===== src/rtl/pipe_add_sub.sv =====
// Pipelined integer add/subtract: one CHUNK-bit slice per stage with the carry registered
// between stages, valid/ready handshake with a global stall when the output is blocked.
module pipe_add_sub #(
  parameter int WIDTH  = 32,
  parameter int STAGES = 4
) (
  input  logic             clk,
  input  logic             rst_n,
  input  logic             in_valid,
  output logic             in_ready,
  input  logic [WIDTH-1:0] in_a,
  input  logic [WIDTH-1:0] in_b,
  input  logic [1:0]       in_op,
  input  logic             in_cin,
  output logic             out_valid,
  input  logic             out_ready,
  output logic [WIDTH-1:0] out_sum,
  output logic             out_cout,
  output logic             out_ovf,
  output logic             out_zero,
  output logic             out_neg
);
  localparam int CHUNK = WIDTH / STAGES;

  typedef enum logic [1:0] {
    OP_ADD = 2'b00,
    OP_SUB = 2'b01,
    OP_ADC = 2'b10,
    OP_SBC = 2'b11
  } op_e;

  logic             stall;
  logic             advance;
  logic             accept;
  logic [WIDTH-1:0] b_eff;
  logic             c0;

  // Only a blocked output stage can stall; bubbles flow through freely.
  assign stall    = out_valid && !out_ready;
  assign advance  = !stall;
  assign in_ready = !stall;
  assign accept   = in_valid && in_ready;

  always_comb begin
    b_eff = in_b;
    c0    = 1'b0;
    case (op_e'(in_op))
      OP_ADD: begin
        b_eff = in_b;
        c0    = 1'b0;
      end
      OP_SUB: begin
        b_eff = ~in_b;
        c0    = 1'b1;
      end
      OP_ADC: begin
        b_eff = in_b;
        c0    = in_cin;
      end
      OP_SBC: begin
        b_eff = ~in_b;
        c0    = in_cin;
      end
      default: begin
        b_eff = in_b;
        c0    = 1'b0;
      end
    endcase
  end

  // Stage k consumes the lowest remaining chunk and forwards only the still-unused upper bits.
  for (genvar k = 0; k < STAGES; k++) begin : g_stage
    localparam int IN_W  = WIDTH - k * CHUNK;
    localparam int ACC_W = (k + 1) * CHUNK;

    logic             prev_valid;
    logic             prev_carry;
    logic             prev_zero;
    logic [IN_W-1:0]  prev_a;
    logic [IN_W-1:0]  prev_b;
    logic [CHUNK:0]   chunk_res;
    logic [ACC_W-1:0] next_sum;
    logic             valid_q;
    logic             carry_q;
    logic             zero_q;
    logic [ACC_W-1:0] sum_q;

    if (k == 0) begin : g_src
      assign prev_valid = accept;
      assign prev_a     = in_a;
      assign prev_b     = b_eff;
      assign prev_carry = c0;
      assign prev_zero  = 1'b1;
      assign next_sum   = chunk_res[CHUNK-1:0];
    end else begin : g_src
      assign prev_valid = g_stage[k-1].valid_q;
      assign prev_a     = g_stage[k-1].g_fwd.rem_a;
      assign prev_b     = g_stage[k-1].g_fwd.rem_b;
      assign prev_carry = g_stage[k-1].carry_q;
      assign prev_zero  = g_stage[k-1].zero_q;
      assign next_sum   = {chunk_res[CHUNK-1:0], g_stage[k-1].sum_q};
    end

    assign chunk_res = {1'b0, prev_a[CHUNK-1:0]} + {1'b0, prev_b[CHUNK-1:0]}
                     + {{CHUNK{1'b0}}, prev_carry};

    always_ff @(posedge clk or negedge rst_n) begin
      if (!rst_n) begin
        valid_q <= 1'b0;
        carry_q <= 1'b0;
        zero_q  <= 1'b0;
        sum_q   <= '0;
      end else if (advance) begin
        valid_q <= prev_valid;
        carry_q <= chunk_res[CHUNK];
        zero_q  <= prev_zero && (chunk_res[CHUNK-1:0] == '0);
        sum_q   <= next_sum;
      end
    end

    if (k < STAGES - 1) begin : g_fwd
      logic [IN_W-CHUNK-1:0] rem_a;
      logic [IN_W-CHUNK-1:0] rem_b;

      always_ff @(posedge clk or negedge rst_n) begin
        if (!rst_n) begin
          rem_a <= '0;
          rem_b <= '0;
        end else if (advance) begin
          rem_a <= prev_a[IN_W-1:CHUNK];
          rem_b <= prev_b[IN_W-1:CHUNK];
        end
      end
    end else begin : g_ovf
      logic ovf_q;

      // Carry into the MSB is recovered from the MSB's own sum bit and operand bits.
      always_ff @(posedge clk or negedge rst_n) begin
        if (!rst_n) begin
          ovf_q <= 1'b0;
        end else if (advance) begin
          ovf_q <= prev_a[CHUNK-1] ^ prev_b[CHUNK-1] ^ chunk_res[CHUNK-1] ^ chunk_res[CHUNK];
        end
      end
    end
  end

  assign out_valid = g_stage[STAGES-1].valid_q;
  assign out_sum   = g_stage[STAGES-1].sum_q;
  assign out_cout  = g_stage[STAGES-1].carry_q;
  assign out_zero  = g_stage[STAGES-1].zero_q;
  assign out_ovf   = g_stage[STAGES-1].g_ovf.ovf_q;
  assign out_neg   = g_stage[STAGES-1].sum_q[WIDTH-1];

endmodule


===== config.mk =====
export PLATFORM = sky130hd
export DESIGN_NAME = pipe_add_sub
export DESIGN_NICKNAME = d
export VERILOG_FILES = /design/src/rtl/pipe_add_sub.sv
export SDC_FILE = /design/constraint.sdc
export NUM_CORES = 1
export LEC_CHECK = 0
export ABC_CLOCK_PERIOD_IN_PS = 2400
export BUFFER_PORTS_ARGS = -buffer_cell sky130_fd_sc_hd__buf_2
export CORE_MARGIN = 2
export CORE_UTILIZATION = 52
export CTS_CLUSTER_SIZE = 14
export DETAILED_ROUTE_END_ITERATION = 8
export PLACE_DENSITY = 0.76
export SLEW_MARGIN = 20
export SYNTH_ARGS = -nofsm -noshare
export SYNTH_HDL_FRONTEND = slang
export SYNTH_SLANG_ARGS = --single-unit
export TNS_END_PERCENT = 20

===== constraint.sdc =====
create_clock -name clk -period 2.4 [get_ports clk]
set_clock_uncertainty 0.2 [all_clocks]
set_input_delay 0.36 -clock clk [delete_from_list [all_inputs] [get_ports clk]]
set_output_delay 0.36 -clock clk [all_outputs]
set_load 0.1 [all_outputs]

* Yosys cells after proc, flatten, opt, wreduce, memory -nomap -nowiden
Index checks and enable logic that the tools add are counted.
** Cells by class
- Reduce and logical (&&, ||, !) cells :: 15
- Equality and inequality tests :: 3
- Muxes and demuxes :: 2
- Bitwise logic cells :: 4
- $add $sub $neg :: 8
** Operator list (count)
- $pmux W32 S2 :: 1
- $add A8 B8 Y9 :: 4
- $add A9 B1 Y9 :: 4
- $logic_not A8 Y1 :: 4
- $not A32 Y32 :: 1
- $reduce_or A2 Y1 :: 3
- $logic_and A1 B1 Y1 :: 5
- $eq A2 B2 Y1 const B :: 2
- $pmux W1 S3 :: 1
- $xor A1 B1 Y1 :: 3
- $eq A2 B1 Y1 const B :: 1
- $logic_not A1 Y1 :: 2
- $logic_not A2 Y1 :: 1
** Storage, ports and cells
- Bits in registers :: 189
- Word-level logic and storage cells :: 55

* Longest topological paths before layout
- Word-level depth :: 6
- Mapped depth :: 11
- Gate-level depth less buffers :: 9

* Worst setup path before layout
Ideal clock, no wire load.
- Path kind :: register to output
- Start :: register g_stage[3].valid_q, in the netlist out_valid
- End :: output in_ready
- Stages on the path, launching flop included :: 6
- Path slack :: -721 ps
- Data required time :: 1840 ps
- Arrival :: 2561 ps
- Path through :: dfrtp_1 -> nor2b_1 -> buf_2 -> clkinv_1 -> clkbuf_1 -> clkbuf_1
** Between the ends
- Word-level cells in the longest chain between the ends :: 2
** RTL lines
- from (decl) :: RTL line 83 : logic valid_q;
- from (signal assigned) :: RTL line 114 : valid_q <= prev_valid;
- $logic_and A1 B1 Y1 :: RTL line 39 : assign stall = out_valid && !out_ready;
- $logic_not A1 Y1 :: RTL line 41 : assign in_ready = !stall;
- to (decl) :: RTL line 10 : output logic in_ready,
No other way between the ends.

* Final worst setup path
- Start :: register g_stage[1].carry_q
- End :: register g_stage[2].sum_q[23]
** Between the ends
- Word-level cells in the longest chain between the ends :: 1
** RTL lines
- from (decl) :: RTL line 84 : logic carry_q;
- from (signal assigned) :: RTL line 115 : carry_q <= chunk_res[CHUNK];
- $add A9 B1 Y9 :: RTL line 105 : + {{CHUNK{1'b0}}, prev_carry};
- to (signal assigned) :: RTL line 117 : sum_q <= next_sum;
- to (decl) :: RTL line 86 : logic [ACC_W-1:0] sum_q;
No other way between the ends.
A chain may end at the register's enable or synchronous reset.

==> results.md <==
- Crit-path slowest cell: or4_4
- Failing checks: setup timing
- Pleak: 5.46 nW
- Fin util: 0.673
- WL/cell: about 14 um
- Num CTS Buffers: 17
- Synth Area in Compound Gates: 0.0791
- Count of final hold-check violations: 0
- Crit path cell chain: fa_2 -> buf_6 -> a211oi_2 -> nor2_1 -> or4_4 -> a31oi_4 -> xnor2_2 -> mux2_4
- Final RePlAce weighted congestion: approximately 0.82
- Syn_nets: approximately 1000
- Hold-critical path depth: 3
- Reg2reg end: g_stage[2].sum_q[23]
- Synthesized flop and latch total: around 190
- Cells after Synth: ~940
- First-pass GRT wire length: slightly above 30000 um
- Worst-Skew Late Latency: around 0.44 ns
- Largest cells by area after synthesis: dfrtp_1, nand2_1, ha_1
- CTS root buf: clkbuf_16
- Hold worst-path end: g_stage[0].g_fwd.rem_b[5]
- Seq/Total Area, Yosys: 0.554
- DRC: 0
- Core footprint: between 15000 and 20000 um^2
- Total grt overflow: 0
- Post-synth ARST share: 1.00
- # diodes: 0
- DP Wirelength: approximately 12000 um
- Final ANT Viol Nets: 0
- Die span in x: about 130 um
- Via density: around 5
- Mapped Area: ~8500 um^2
- Max Slew Vio Count: 0
- # IOs: around 110
- Buf+Inv Stages, Crit Path: 1
- Vias in the first global route: approximately 6300
- Min-Delay Startpoint: in_b[13]
- Slowest cell delay on critical path: around 0.44 ns
- Max-cap viol count: 0
- Post-Synth Simple-Gate Area: 0.223
- CTS tree: built
- CTS sink cnt: between 150 and 200
- Slew headroom: 0.656
- Htree depth: 4
- Layout cell share with drive strength beyond 1: 0.198
- Worst path top cell family by delay: simple AND/OR/NAND/NOR gates
- Area after DPL: around 9500 um^2
- Drt total wl: between 15000 and 20000 um
- Yosys cell types: 44
- Vias: between 6000 and 7000
- DRT Pass-1 Iters: 4
- Initial antenna violation count: 0
- Reg2reg start: g_stage[1].carry_q
- Cell taking the most area after synthesis: dfrtp_1
- Combinational Power Share: 0.489
- Area Growth Syn to Fin: 25.7%
- DIE HEIGHT: between 100 and 150 um
- Status: complete, but fails checks
- Finished Cell Area: 10700 um^2
- Total GRT Usage: 0.217
- Number of synthesized flops with an enable pin: 0
- Hold crit path type: primary input to flop
- Final cell count without fillers: around 1300
- Share of the synthesized area in the top cell type: 0.554
- Power, Total: roughly 17 mW
- Mux contribution to synthesized area: 0.00425
- Reg2reg path depth: 8
- Crit path time final: between 2 and 3 ns
- Synth Warn #: 0
- Maximum clock path buffer count: 2
- Crit start category: flop
- PortBufs: ~110
- Kind of critical path: flop to flop
- Final #Nets: 1203
- Register area: roughly 4700 um^2
- # fillers: ~1300
- Largest net degree at the start of global routing: between 100 and 150
- Peak supply drop: 1.08 mV
- F_max: a little under 400 MHz
- Worst-path clk slew: ~0.070 ns
- Slew @ Worst Pin: about 0.52 ns
- Largest family of logic cells by synthesized area: simple AND/OR/NAND/NOR gates
- Final setup violation count: 4
- PD cells: approximately 1600 nW/um^2
- Adder-cell area share of the yosys netlist: 0.0598
- RSZ-0062 raised after global routing: true
- Post-synthesis xor/xnor area fraction: 0.0544
- Setup TNS: -0.299 ns
- # placed instances: about 1200
- Crit end category: flop
- Num rows: 46
- Switch share: 0.450
- Initial Utilization: 0.536
- R2R Setup Slk: -0.14 ns
- Area of the multi-input gates: about 3700 um^2
- P_int: a little over 9 mW
- Period utilization: 1.06
- Net Switching: about 7.5 mW
- CP required: about 2.5 ns
- Reg power frac: 0.323
- Initial drt markers: ~510
- Top fanout value on the critical path: 2
- Clk network pwr share: 0.188
- Final worst slack: -0.136 ns
- Top_reg_cell synth: dfrtp_1
- Avg Synthesized Cell Area: a little over 9 um^2
- DIE AREA: 17500 um^2
- Worst EP arrival: around 2.7 ns
[final cells by class]
type	count	area share
sequential	189	0.441
multi-input combinational	694	0.349
timing repair buffer	185	0.119
clock buffer	20	0.0426
tap	216	0.0252
clock inverter	12	0.0194
inverter	9	0.00338
[worst max-delay path by stage]
stage,from,end,cells past startpoint
final,g_stage[1].carry_q,g_stage[2].sum_q[23],8
after global routing,g_stage[1].carry_q,g_stage[2].zero_q,8
after CTS,g_stage[0].g_fwd.rem_a[0],g_stage[1].zero_q,8
after detailed placement,in_op[0],g_stage[0].zero_q,10
after global placement,in_op[0],g_stage[0].zero_q,10
after floorplan,in_op[0],g_stage[0].zero_q,11
[registers in the layout, summed over array words and instances, names as in the netlist]
name and flops:
g_stage.carry_q 3, g_stage.g_fwd.rem_a 48, g_stage.g_fwd.rem_b 48, g_stage.sum_q 48, g_stage.valid_q 3, g_stage.zero_q 3
out_cout 1, out_ovf 1, out_sum 32, out_valid 1, out_zero 1
[cell usage after synthesis, types with 2 or more instances]
library cell  instances
or4_1                 3
nand4_1               5
fa_1                  8
nand3_1               4
xor2_1               24
nor2b_1               4
a211oi_1              3
buf_2                 4
o31a_1                2
o21ai_0              59
a31oi_1               3
o21bai_1              2
a21oi_1              24
nor2_1               28
nand2b_1              6
inv_1                 8
o31ai_1               2
nand2_1             429
buf_1                 4
o21a_1                5
a32o_1                2
ha_1                 28
clkbuf_1             37
dfrtp_1             189
a21o_1                7
xnor2_1              29
and4b_1               2
[cell families after synthesis]
group,after synthesis
XOR/XNOR,53
AND/OR/NAND/NOR,486
flip-flops,189
multiplexers,3
buffers and inverters,55
adder cells (fa/ha/maj),36
AO/OA/AOI/OAI,116
[power groups by stage]
stage	Combinational [mW]	Clock (mW)	Sequential (mW)
2_1_floorplan	3.70	0	7.33
3_3_place_gp	7.27	0	5.38
3_5_place_dp	7.42	0	5.43
4_1_cts	7.78	3.18	5.39
5_1_grt	8.92	3.31	5.58
6_report	8.16	3.14	5.40
[routing by layer]
metal	GRT usage	vias to the layer above	part of all wire	routed length (um)
met5	0	-	0	0
met4	0.0743	0	0.015	275
met3	0.0415	25	0.035	646
met2	0.321	132	0.45	8320
met1	0.324	3122	0.49	9040
li1	-	3326	-	-
[stage by stage]
step	hold WS (ns)	setup slack (ns)
final	0.00565	-0.136
after global routing	0.0180	-0.189
after CTS	0.00363	-0.0404
after detailed placement	0.149	-0.355
after global placement	0.150	-0.313
after floorplan	-0.136	-0.364
[placed cells by master, fill, tap and decap left out, drive strengths merged, types with 2 or more instances in the layout]
cell type / Yosys / layout
o21a: 5 / 5
o21bai: 2 / 2
bufinv: 0 / 5
a211oi: 4 / 4
o31a: 2 / 2
nand2b: 6 / 6
or4: 3 / 3
clkbuf: 37 / 21
ha: 28 / 28
o21ai: 59 / 59
nand2: 429 / 429
buf: 9 / 148
inv: 8 / 11
xor2: 24 / 24
clkinvlp: 0 / 2
fa: 8 / 8
and4b: 2 / 2
a21oi: 24 / 24
nand3: 4 / 4
a32o: 2 / 2
o31ai: 2 / 2
xnor2: 29 / 29
dfrtp: 189 / 189
nand4: 5 / 5
clkinv: 1 / 3
a31oi: 3 / 3
mux2: 2 / 2
a21o: 8 / 8
nor2b: 4 / 4
dlygate4sd3: 0 / 36
nor2: 28 / 28
[repair_timing]
action / in CTS / in global routing
cloned: 0 / 0
pin swaps: 9 / 9
hold buffers: 36 / 0
hold endpoints to repair: 86 / 0
setup buffers: 5 / 4
gates resized for setup: 17 / 19
setup endpoints to repair: 9 / 12
[worst register-to-register path: cells and delay by family (launching register included)]
kind | cells | cell delay [ns]
compound gates | 2 | 0.36
xor+xnor | 1 | 0.08
fa+ha+maj | 1 | 0.43
buf+inv | 1 | 0.13
flops | 1 | 0.42
mux | 1 | 0.26
simple gates | 2 | 0.54
(Power assumes the default switching activity.)
